--- src/rtl/pc_trace_monitor.sv ---
// Purpose: observes the core PC, keeps a circular trace of the last DEPTH distinct PCs, counts cycles/changes, detects halt idiom.
// Latency: all outputs registered, update on the edge after the causing sample; rd_pc is 1 cycle behind rd_idx.
// Backpressure: none; pure observer, en=0 freezes all state while the read port keeps working.
//
// Ports:
//   clk, rst        rising-edge clock, synchronous active-high reset (overrides everything)
//   pc, en          sampled program counter and sample enable
//   rd_idx, rd_pc   trace read index (0 = newest) and registered entry (0 if index not valid)
//   trace_count     number of valid entries, saturates at DEPTH
//   overflow        sticky, set when an old entry is overwritten
//   cycle_count     enabled sampled cycles since reset, saturating
//   change_count    PC changes since the first sample, saturating
//   halted, halt_pc halt detected (PC stuck for HALT_CYCLES samples) and the PC it stuck at
module pc_trace_monitor #(
  parameter int DEPTH       = 16,
  parameter int HALT_CYCLES = 8,
  parameter int CNT_W       = 32
) (
  input  logic                       clk,
  input  logic                       rst,
  input  logic [31:0]                pc,
  input  logic                       en,
  input  logic [$clog2(DEPTH)-1:0]   rd_idx,
  output logic [31:0]                rd_pc,
  output logic [$clog2(DEPTH):0]     trace_count,
  output logic                       overflow,
  output logic [CNT_W-1:0]           cycle_count,
  output logic [CNT_W-1:0]           change_count,
  output logic                       halted,
  output logic [31:0]                halt_pc
);

  localparam int AW = $clog2(DEPTH);
  localparam int SW = $clog2(HALT_CYCLES + 1);

  localparam logic [AW-1:0]    PTR_ONE = AW'(1);
  localparam logic [AW:0]      TC_ONE  = (AW + 1)'(1);
  localparam logic [AW:0]      TC_FULL = (AW + 1)'(DEPTH);
  localparam logic [CNT_W-1:0] CNT_ONE = CNT_W'(1);
  localparam logic [SW-1:0]    ST_ONE  = SW'(1);
  localparam logic [SW-1:0]    ST_HALT = SW'(HALT_CYCLES);

  typedef enum logic [1:0] {
    IDLE   = 2'd0,
    RUN    = 2'd1,
    HALTED = 2'd2
  } state_t;

  state_t          state;
  logic [31:0]     mem [DEPTH];
  logic [AW-1:0]   wr_ptr;
  logic [31:0]     prev_pc;
  logic [SW-1:0]   stable_cnt;

  logic            pc_change;
  logic            wr_en;
  logic [AW-1:0]   rd_addr;
  logic            rd_hit;
  logic [SW-1:0]   stable_nxt;

  assign pc_change  = (pc != prev_pc);
  // First sample out of IDLE always writes; afterwards only distinct PCs do.
  assign wr_en      = en && !rst && ((state == IDLE) || pc_change);
  // Newest entry lives at wr_ptr-1; index walks backwards, wrapping mod DEPTH.
  assign rd_addr    = wr_ptr - PTR_ONE - rd_idx;
  assign rd_hit     = ({1'b0, rd_idx} < trace_count);
  assign stable_nxt = stable_cnt + ST_ONE;

  // Trace storage has no reset; trace_count gates what the read port exposes.
  always_ff @(posedge clk) begin
    if (wr_en) begin
      mem[wr_ptr] <= pc;
    end
  end

  always_ff @(posedge clk) begin
    if (rst) begin
      state        <= IDLE;
      wr_ptr       <= '0;
      trace_count  <= '0;
      overflow     <= 1'b0;
      cycle_count  <= '0;
      change_count <= '0;
      halted       <= 1'b0;
      halt_pc      <= '0;
      prev_pc      <= '0;
      stable_cnt   <= '0;
      rd_pc        <= '0;
    end else begin
      // Read uses pre-write pointer/contents, so a same-cycle write is not visible yet.
      rd_pc <= rd_hit ? mem[rd_addr] : '0;

      if (en) begin
        case (state)
          IDLE: begin
            wr_ptr      <= PTR_ONE;
            trace_count <= TC_ONE;
            prev_pc     <= pc;
            stable_cnt  <= '0;
            cycle_count <= CNT_ONE;
            state       <= RUN;
          end

          RUN, HALTED: begin
            if (cycle_count != '1) begin
              cycle_count <= cycle_count + CNT_ONE;
            end
            if (pc_change) begin
              wr_ptr <= wr_ptr + PTR_ONE;
              if (trace_count != TC_FULL) begin
                trace_count <= trace_count + TC_ONE;
              end else begin
                overflow <= 1'b1;
              end
              if (change_count != '1) begin
                change_count <= change_count + CNT_ONE;
              end
              prev_pc    <= pc;
              stable_cnt <= '0;
              halted     <= 1'b0;
              state      <= RUN;
            end else if (state == RUN) begin
              // In HALTED the count is frozen at HALT_CYCLES.
              stable_cnt <= stable_nxt;
              if (stable_nxt == ST_HALT) begin
                state   <= HALTED;
                halted  <= 1'b1;
                halt_pc <= pc;
              end
            end
          end

          default: state <= IDLE;
        endcase
      end
    end
  end

endmodule
--- config.mk ---
export PLATFORM = sky130hd
export DESIGN_NAME = pc_trace_monitor
export DESIGN_NICKNAME = d
export VERILOG_FILES = /design/src/rtl/pc_trace_monitor.sv
export SDC_FILE = /design/constraint.sdc
export NUM_CORES = 1
export LEC_CHECK = 0
export ABC_AREA = 0
export CAP_MARGIN = 20
export CORE_MARGIN = 3
export CORE_UTILIZATION = 53
export DETAILED_ROUTE_END_ITERATION = 6
export PLACE_DENSITY = 0.8
export SLEW_MARGIN = 40
export SYNTH_ARGS = -nofsm -noshare
export SYNTH_HDL_FRONTEND = slang
export SYNTH_SLANG_ARGS = --single-unit
--- constraint.sdc ---
create_clock -name clk -period 5.9 [get_ports clk]
set_clock_uncertainty 0.1 [all_clocks]
set_input_delay 1.475 -clock clk [delete_from_list [all_inputs] [get_ports clk]]
set_output_delay 1.475 -clock clk [all_outputs]
set_load 0.01 [all_outputs]
==> impl_metrics.toml <==
[run_status]
status = "finished clean"

[cts]
root_buffer = "clkbuf_16"
cts_buffers = 70
cts_tree = "built"
clkSinkCount = 689
clk_latency_ps = 610
cts_hold_buf = 0
post_cts_buffers = 0
clockBufferDepth = 3
clkSlewWorstSetupHoldPaths_ps = 60
cts-resized-gates = 0
htree_levels = 3

[floorplan]
design.portCount = 174
rows = 82
die_w_um = 233
die-area_um2 = 54300
die_h_um = 233
core_area_um2 = 50500
initial_utilization_pct = 54.1

[worst_setup_path]
critPathKind = "in -> reg"
startpoint_type = "input pin"
crit_arrival_ps = 4720
regToRegSetupSlack_ps = 2660
worstPathRequired_ps = 6060
crit_fanout = 32
worstSetupEndpointType = "flip-flop"

[cells_and_area]
fillers = 3380
final_layout_size_suffix_gt1_share_pct = 18.5
layout.nets = 1958
diodes = 0
final_cells = 2630
syn_to_final_growth_pct = 20.0
seq_area_um2 = 18900
multiInputGateArea_um2 = 8070

[drt]
wirelength_um = 64900
via_per_inst = 6.12
ant_nets = 0
drtIter0Drc = 1634
num_vias = 16100
drt-pass1-iter-count = 5
routedWlPerCell_um = 24.7
drc = 0

[timing]
finalHoldViolCount = 0
fin_crit_ps = 4560
slew_viol_final = 0
relSlewSlack_pct = 46.2
layout_setup_ws_ps = 1340
fmax_mhz = 219
worstMarginPinSlew_ps = 804
min_period_over_period_pct = 77.3
rsz0062_at_grt = "no"
finalSetupViolCount = 0

[power_and_ir_drop]
p_int_mw = 8.33
swShare_pct = 22.2
power_density_nw_per_um2 = 327
irDropWorstVdd_mv = 0.230
share_seq_of_total_power_pct = 49.3
power.share.clock_pct = 42.4
pwr-share-comb_pct = 8.3
p_sw_mw = 2.38
p_leak_nw = 11.0

[grt]
grt_antenna_before_repair = 2
grt_pass1_wl_um = 99300
grt_pass1_vias = 16500
overflow = 0
grt_start_max_net_pins = 76
track_usage_pct = 24.3

[synth]
syn_inst = 1663
synthesis.nets = 1721
yosys-top-cells-area = "edfxtp_1, dfxtp_1, mux4_2"
yosys.area.top_type_share_pct = 56.3
synth_flop_cell = "edfxtp_1"
synth_area_leader_cell = "edfxtp_1"
synth.most_common_cell = "edfxtp_1"
synth-seq-cells = 689
yosys_warnings = 0
ys_types = 58
seq_area_frac_synth_pct = 69.3
synth_area_um2 = 27300
syn_area_per_cell_um2 = 16.4
synthTopCellsByCount = "edfxtp_1, dfxtp_1, mux4_2, nor2_1, mux2i_1"
async_flop_share_pct = 0
synth_edf_count = 512

[placement]
gp_congestion = 0.847
dp_cells = 2500
hpwl_um = 37600
port-buffer-count = 173
place_ws_ps = 876

[worst_hold_path]
hold_path_class = "reg -> reg"

[run]
maxCapViolations = 0
-- sequential cells by signal, indices dropped and copies added, names as in the netlist --
name / flops
halt_pc: 32
overflow: 1
change_count: 32
wr_ptr: 4
state: 2
prev_pc: 32
halted: 1
rd_pc: 32
stable_cnt: 4
trace_count: 5
cycle_count: 32
mem: 512
-- placed cells by master, fill, tap and decap left out, drive strengths merged, types with 6 or more instances in the layout --
cell	netlist	layout
a211oi	66	66
a21oi	37	37
a31oi	7	7
and2	6	6
and3	8	8
and4	8	8
buf	38	83
bufinv	0	8
clkbuf	52	88
clkdlybuf4s50	0	172
clkinv	1	29
dfxtp	177	177
edfxtp	512	512
ha	18	18
inv	21	25
mux2i	96	96
mux4	128	128
nand2	43	43
nand3	36	36
nand4	32	32
nor2	109	109
nor2b	37	37
nor3	19	19
nor4	34	34
o21a	7	7
o21ai	33	33
o31ai	8	8
or3	29	29
or4	6	6
xnor2	15	15
xor2	43	43
-- final timing paths --
check | end | from | cells past startpoint
hold reg to reg | halt_pc[1]$_SDFFE_PP0P_ | halt_pc[1]$_SDFFE_PP0P_ | 2
setup / recovery | mem[13][22]$_DFFE_PP_ | pc[14] | 9
hold / removal | halt_pc[1]$_SDFFE_PP0P_ | halt_pc[1]$_SDFFE_PP0P_ | 2
setup reg to reg | rd_pc[23]$_SDFF_PP0_ | wr_ptr[0]$_SDFFE_PP0P_ | 7
-- power by group through the flow --
| stage | registers, mW | logic [mW] | clock network [mW] |
|---|---|---|---|
| after floorplan | 5.38 | 0.549 | 0 |
| after global placement | 5.38 | 0.855 | 0 |
| after detailed placement | 5.38 | 0.880 | 0 |
| after CTS | 5.28 | 0.900 | 4.60 |
| after global routing | 5.28 | 0.951 | 4.77 |
| final | 5.28 | 0.890 | 4.54 |
-- logic make-up after synthesis --
group                    count (synthesis)  synth area share [%]
flip-flops                             689                  69.3
AND/OR/NAND/NOR                        375                  7.39
multiplexers                           228                  14.2
AO/OA/AOI/OAI                          182                  4.46
buffers and inverters                  112                  1.83
XOR/XNOR                                58                  1.86
adder cells (fa/ha/maj)                 19                 0.899
-- critical path: stages --
cell and delay [ps]:
clkdlybuf4s50_1 820, xor2_1 310, nor4_1 510, and4_1 380, nand2_1 260, nor2_2 170, buf_4 280, nor4_2 90
buf_4 370
-- cell type report --
class                   count  area share (%)
well taps                 672            2.57
clock buffers              88            5.81
flip-flops and latches    689            57.8
inverters                  22           0.252
repair buffers            255            7.51
multi-input cells         862            24.6
clock inverters            42            1.46
-- routing by layer --
metal	up-vias	part of all wire, %	global-route usage [%]
li1	7044	-	-
met1	8117	38	31.5
met2	770	50	40.0
met3	152	8.1	5.50
met4	4	3.8	9.66
met5	-	0.042	0
-- stage by stage --
| stage | power [mW] | instance area [um^2] | hold slack, ps | TNS (ps) | utilization (%) |
|---|---|---|---|---|---|
| after global placement | 6.23 | 30300 | 375 | 0 | 60.1 |
| after CTS | 10.8 | 32700 | 400 | 0 | 64.9 |
| final | 10.7 | 32700 | 395 | 0 | 64.9 |
| after detailed placement | 6.26 | 30400 | 389 | 0 | 60.2 |
| after floorplan | 5.93 | 27300 | 379 | -62460 | - |
| after global routing | 11.0 | 32700 | 424 | 0 | 64.9 |
No activity file was read; power rests on OpenSTA's default activity.
